### src/rtl/mbist_march_ctrl.sv
// March C- memory BIST controller: issues one memory op per cycle and checks read data
// one cycle later. Define MBIST_STOP_ON_FAIL_EN to end the test at the first mismatch.
module mbist_march_ctrl #(
  parameter int DATA_WIDTH = 8,
  parameter int ADDR_WIDTH = 12,
  parameter int CMD_WIDTH  = 4,
  parameter int FCNT_WIDTH = 8
) (
  input  logic                  clk,
  input  logic                  rst,
  input  logic                  start,
  output logic [CMD_WIDTH-1:0]  mem_cmd,
  output logic [ADDR_WIDTH-1:0] mem_addr,
  output logic [DATA_WIDTH-1:0] mem_wdata,
  input  logic [DATA_WIDTH-1:0] mem_rdata,
  output logic                  busy,
  output logic                  done,
  output logic                  pass,
  output logic [FCNT_WIDTH-1:0] fail_count,
  output logic [ADDR_WIDTH-1:0] first_fail_addr,
  output logic [2:0]            first_fail_elem
);
  typedef enum logic [1:0] {S_IDLE, S_RUN, S_DRAIN, S_DONE} state_e;

  localparam logic [ADDR_WIDTH-1:0] LAST_IDX  = '1;
  localparam logic [2:0]            LAST_ELEM = 3'd5;

  state_e                state_q, state_d;
  logic [2:0]            elem_q, elem_d;
  logic [ADDR_WIDTH-1:0] idx_q, idx_d;
  logic                  ph_q, ph_d;
  logic                  gen_done_q, gen_done_d;
  logic                  wr_q, wr_d;
  logic [ADDR_WIDTH-1:0] addr_q, addr_d;
  logic [DATA_WIDTH-1:0] wdata_q, wdata_d;
  logic [2:0]            op_elem_q, op_elem_d;
  logic                  chk_vld_q, chk_vld_d;
  logic [DATA_WIDTH-1:0] chk_exp_q, chk_exp_d;
  logic [ADDR_WIDTH-1:0] chk_addr_q, chk_addr_d;
  logic [2:0]            chk_elem_q, chk_elem_d;
  logic [FCNT_WIDTH-1:0] fcnt_q, fcnt_d;
  logic [ADDR_WIDTH-1:0] ffa_q, ffa_d;
  logic [2:0]            ffe_q, ffe_d;
  logic                  pass_q, pass_d;

  logic two_op, op_wr, op_down, op_ones, issue, mismatch;

  // Decode the op at the generator position: M0 = w0, M5 = r0, M1..M4 = read then write.
  always_comb begin
    two_op  = (elem_q != 3'd0) && (elem_q != LAST_ELEM);
    op_wr   = (elem_q == 3'd0) || (two_op && ph_q);
    op_down = (elem_q == 3'd3) || (elem_q == 3'd4);
    if (elem_q == 3'd1 || elem_q == 3'd3)      op_ones = op_wr;
    else if (elem_q == 3'd2 || elem_q == 3'd4) op_ones = !op_wr;
    else                                       op_ones = 1'b0;
  end

  assign mismatch = chk_vld_q && (mem_rdata != chk_exp_q);

  always_comb begin
    state_d    = state_q;
    elem_d     = elem_q;
    idx_d      = idx_q;
    ph_d       = ph_q;
    gen_done_d = gen_done_q;
    wr_d       = 1'b0;
    addr_d     = addr_q;
    wdata_d    = wdata_q;
    op_elem_d  = op_elem_q;
    fcnt_d     = fcnt_q;
    ffa_d      = ffa_q;
    ffe_d      = ffe_q;
    pass_d     = pass_q;
    issue      = 1'b0;
    // The op on the bus this cycle becomes the compare context for next cycle's rdata.
    chk_vld_d  = (state_q == S_RUN) && !wr_q;
    chk_exp_d  = wdata_q;
    chk_addr_d = addr_q;
    chk_elem_d = op_elem_q;

    if (mismatch) begin
      if (fcnt_q != '1) fcnt_d = fcnt_q + 1'b1;
      if (fcnt_q == '0) begin
        ffa_d = chk_addr_q;
        ffe_d = chk_elem_q;
      end
    end

    unique case (state_q)
      S_IDLE, S_DONE: begin
        if (start) begin
          state_d = S_RUN;
          issue   = 1'b1;
          fcnt_d  = '0;
          ffa_d   = '0;
          ffe_d   = '0;
          pass_d  = 1'b0;
        end
      end
      S_RUN: begin
        if (gen_done_q) state_d = S_DRAIN;
        else            issue   = 1'b1;
      end
      S_DRAIN: state_d = S_DONE;
      default: state_d = S_IDLE;
    endcase

`ifdef MBIST_STOP_ON_FAIL_EN
    if (mismatch) begin
      state_d   = S_DONE;
      issue     = 1'b0;
      chk_vld_d = 1'b0;
    end
`endif

    if (state_d == S_DONE && state_q != S_DONE) pass_d = (fcnt_d == '0);

    if (issue) begin
      wr_d      = op_wr;
      addr_d    = op_down ? ~idx_q : idx_q;
      wdata_d   = {DATA_WIDTH{op_ones}};
      op_elem_d = elem_q;
      if (two_op && !ph_q) begin
        ph_d = 1'b1;
      end else begin
        ph_d  = 1'b0;
        idx_d = idx_q + 1'b1;
        if (idx_q == LAST_IDX) begin
          if (elem_q == LAST_ELEM) begin
            elem_d     = 3'd0;
            gen_done_d = 1'b1;
          end else begin
            elem_d = elem_q + 3'd1;
          end
        end
      end
    end

    // Generator always restarts from M0/address 0 on the next run.
    if (state_d != S_RUN) begin
      elem_d     = 3'd0;
      idx_d      = '0;
      ph_d       = 1'b0;
      gen_done_d = 1'b0;
    end
  end

  always_ff @(posedge clk or negedge rst) begin
    if (!rst) begin
      state_q    <= S_IDLE;
      elem_q     <= 3'd0;
      idx_q      <= '0;
      ph_q       <= 1'b0;
      gen_done_q <= 1'b0;
      wr_q       <= 1'b0;
      addr_q     <= '0;
      wdata_q    <= '0;
      op_elem_q  <= 3'd0;
      chk_vld_q  <= 1'b0;
      chk_exp_q  <= '0;
      chk_addr_q <= '0;
      chk_elem_q <= 3'd0;
      fcnt_q     <= '0;
      ffa_q      <= '0;
      ffe_q      <= 3'd0;
      pass_q     <= 1'b0;
    end else begin
      state_q    <= state_d;
      elem_q     <= elem_d;
      idx_q      <= idx_d;
      ph_q       <= ph_d;
      gen_done_q <= gen_done_d;
      wr_q       <= wr_d;
      addr_q     <= addr_d;
      wdata_q    <= wdata_d;
      op_elem_q  <= op_elem_d;
      chk_vld_q  <= chk_vld_d;
      chk_exp_q  <= chk_exp_d;
      chk_addr_q <= chk_addr_d;
      chk_elem_q <= chk_elem_d;
      fcnt_q     <= fcnt_d;
      ffa_q      <= ffa_d;
      ffe_q      <= ffe_d;
      pass_q     <= pass_d;
    end
  end

  assign mem_cmd         = {{(CMD_WIDTH-1){1'b0}}, wr_q};
  assign mem_addr        = addr_q;
  assign mem_wdata       = wdata_q;
  assign busy            = (state_q == S_RUN) || (state_q == S_DRAIN);
  assign done            = (state_q == S_DONE);
  assign pass            = pass_q;
  assign fail_count      = fcnt_q;
  assign first_fail_addr = ffa_q;
  assign first_fail_elem = ffe_q;
endmodule

### config.mk
export PLATFORM = sky130hd
export DESIGN_NAME = mbist_march_ctrl
export DESIGN_NICKNAME = d
export VERILOG_FILES = /design/src/rtl/mbist_march_ctrl.sv
export SDC_FILE = /design/constraint.sdc
export NUM_CORES = 1
export LEC_CHECK = 0
export ABC_AREA = 1
export CELL_PAD_IN_SITES_DETAIL_PLACEMENT = 0
export CELL_PAD_IN_SITES_GLOBAL_PLACEMENT = 1
export CORE_MARGIN = 5
export CORE_UTILIZATION = 41
export CTS_BUF_LIST = sky130_fd_sc_hd__clkbuf_8
export DETAILED_ROUTE_END_ITERATION = 7
export PLACE_DENSITY = 0.79
export SYNTH_ARGS = -nofsm -noshare
export SYNTH_HDL_FRONTEND = slang
export SYNTH_SLANG_ARGS = --single-unit
### constraint.sdc
create_clock -name clk -period 2.1 [get_ports clk]
set_input_delay 0.42 -clock clk [delete_from_list [all_inputs] [get_ports clk]]
set_output_delay 0.42 -clock clk [all_outputs]
set_load 0.005 [all_outputs]
==> impl_metrics.csv <==
group,metric,value,unit
logic_synthesis,synth_fa_ha_area_share,2.60,%
flow_run,cap_violations,0,
drt,drt_iter0_markers,222,
logic_synthesis,avgSynthCellArea,8.12,µm²
global_route,grt_overflow_total,0,
setup_path,timing.rr.start,"state_q[1]$_DFF_PN0_",
setup_path,r2r_cells,11,
setup_path,worstSetupStartpointType,"flop",
global_route,grt_antenna_before_repair,0,
timing,rsz0062_at_grt,"false",
logic_synthesis,yosysUniqueCellTypes,32,
placement,gp_congestion,0.898,
final_layout,layout_commonest_cell,"nand2_1",
logic_synthesis,synth_compound_area_share,12.2,%
global_route,grt_pass1_vias,2924,
logic_synthesis,synth_seq_cells,77,
die,fp.dieW,107,µm
logic_synthesis,synth_area_leaders,"dfrtp_1 (50%), nand2_1 (9.6%), inv_1 (6.9%), o21ai_0 (6.1%), nor2_1 (4.3%)",
placement,detailed_place.area,4600,µm²
final_layout,stdcell_count,656,
logic_synthesis,synth-simple-area-share,22.7,%
logic_synthesis,syn_area,3850,µm²
logic_synthesis,yosys_warnings,0,
drt,drcViolationCount,0,
setup_path,crit_arrival,1.51,ns
final_layout,final_cell_mix,"nand2_1 (98), dfrtp_1 (77), inv_1 (70), clkdlybuf4s50_1 (55), o21ai_0 (47)",
die,die-area,11400,µm²
cts,clockBufferDepth,2,
setup_path,r2r-end,"idx_q[4]$_DFFE_PN0P_",
drt,ant_nets,0,
timing,period_minus_slack,1.93,ns
die,initial_core_util,41.9,%
hold_path,min_to,"chk_elem_q[2]$_DFF_PN0_",
drt,wl,8430,µm
cts,ctsHtreeMaxLevel,3,
logic_synthesis,synth_cells,474,
cts,cts-root-buf,"clkbuf_8",
logic_synthesis,muxShareOfSynthArea,0,%
final_layout,diodes,0,
placement,placed_cells,639,
final_layout,syn2layout_area_growth,25.2,%
setup_path,crit_type,"reg2out",
power_and_ir_drop,power-per-cell-area,1420,nW/µm²
placement,dpl.hpwl,6280,µm
global_route,grt_pass1_wl,14200,µm
timing,hold_viol,0,
logic_synthesis,synth_top_family_by_area,"simple AND/OR/NAND/NOR gates",
timing,setup_viol,0,
timing,fmax,517,MHz
drt,via_per_inst,4.76,
cts,insertion_delay,0.35,ns
cts,cts.sinks,77,
run_status,outcome,"finished, final reports clean",
setup_path,crit_path_max_fanout,4,
drt,wl_per_cell,12.9,µm
die,num_rows,35,
timing,drv_slew,0,
logic_synthesis,yosysTopAreaCell,"dfrtp_1",
final_layout,nFillCells,899,
power_and_ir_drop,leakagePower,2.31,nW
drt,vias,3124,
cts,cts_setup_buffers,0,
cts,clk_pin_slew_worst_paths,0.09,ns
die,io_pins,61,
logic_synthesis,yosysSeqAreaShare,50.0,%
die,core-area,9200,µm²
cts,cts_buffers,9,
logic_synthesis,synth_top_cell_area_share,50.0,%
timing,period_share,92.1,%
logic_synthesis,synth_xor_xnor_area_share,1.14,%
setup_path,required,1.68,ns
placement,io_buffers,57,
final_layout,fin_area,4820,µm²
global_route,grt_usage,15.4,%
drt,drt_pass1_iterations,4,
final_layout,nets,559,
cts,cts_tree,"done",
final_layout,layout-drive-gt1-share,11.2,%
timing,fin_worst_skew,0.00926,ns
die,fp.dieH,107,µm
global_route,grt_max_degree,56,
power_and_ir_drop,ir_drop,0.00107,V
hold_path,hold_class,"reg2reg",
hold_path,hold_depth,0,
setup_path,end_kind,"output port",
setup_path,rrSetupSlack,0.20,ns
hold_path,min_from,"chk_elem_d[2]$_DFFE_PN0P_",
==> routing by layer <==
layer | global-route usage (%) | wire (µm)
met2 | 22.5 | 3720
met3 | 2.47 | 417
met5 | 0 | 0
met4 | 5.39 | 116
met1 | 23.0 | 4180
==> worst max path at each step <==
| stage | from | to | slack, ns | cells after the start |
|---|---|---|---|---|
| after floorplan | state_q[0]$_DFF_PN0_ | idx_q[4]$_DFFE_PN0P_ | 0.39 | 9 |
| after global placement | mem_rdata[3] | pass$_DFFE_PN0P_ | -0.06 | 13 |
| after detailed placement | mem_rdata[7] | pass$_DFFE_PN0P_ | -0.08 | 13 |
| after CTS | state_q[0]$_DFF_PN0_ | done | 0.14 | 3 |
| after global routing | fail_count[1]$_DFF_PN0_ | pass$_DFFE_PN0P_ | 0.02 | 14 |
| final | state_q[0]$_DFF_PN0_ | done | 0.17 | 3 |
==> flip-flops by register name, summed over array words and instances (netlist names), 2 cells and up <==
signal,count
first_fail_addr,12
state_q,2
elem_q,3
chk_elem_d,3
chk_elem_q,3
mem_addr,12
chk_addr_q,12
fail_count,8
idx_q,12
first_fail_elem,3
==> final cells by class <==
class                           count  area [µm²]  area share (%)
Timing Repair Buffer               75         742            15.4
Multi-Input combinational cell    298        1510            31.3
Clock inverter                      7        81.3            1.69
Sequential cell                    77        1930            39.9
Inverter                           79         302            6.25
Clock buffer                        9         124            2.57
Tap cell                          111         139            2.88
==> report_power, final <==
part	leakage [nW]	switching (W)	internal, W
Clock	0.101	0.000594	0.000568
Sequential	1.04	0.000288	0.00191
Combinational	1.17	0.00189	0.00161
==> stage by stage <==
stage                     power [W]  util [%]  setup WS, ns  hold slack [ns]  TNS [ns]
after floorplan             0.00414         -         0.385            0.124         0
after global placement      0.00568      50.0       -0.0565            0.338   -0.0565
after detailed placement    0.00574      50.0       -0.0832            0.342    -0.102
after CTS                   0.00695      52.4         0.137            0.385         0
after global routing        0.00743      52.4        0.0168            0.405         0
final                       0.00687      52.4         0.166            0.381         0
==> cell usage after synthesis, drive strengths merged <==
master / n
nand2: 102
o211ai: 1
o31ai: 1
nor4: 2
inv: 78
o41ai: 1
nand3: 27
ha: 8
clkbuf: 6
a21oi: 25
nor3: 9
o32ai: 1
nor2: 48
dfrtp: 77
o21ai: 59
clkinv: 1
nand4: 6
xnor2: 1
xor2: 4
buf: 16
conb: 1
==> worst max-delay path, cell delays in order (launching register included) <==
cell and delay (ns):
dfrtp_1 0.38, buf_4 0.15, ha_1 0.19, clkdlybuf4s50_1 0.45
==> logic make-up after synthesis <==
logic type	count (synthesis)
fa+ha+maj	8
flops	77
buf+inv	101
other cells	1
simple gates	194
xor+xnor	5
compound gates	88
==> timing repair <==
action	CTS	global route
endpoints found under the setup margin	1	0
gates resized for setup	3	0
hold buffers	1	0
endpoints found under the hold margin	22	0
No activity file was read; power rests on OpenSTA's default activity.
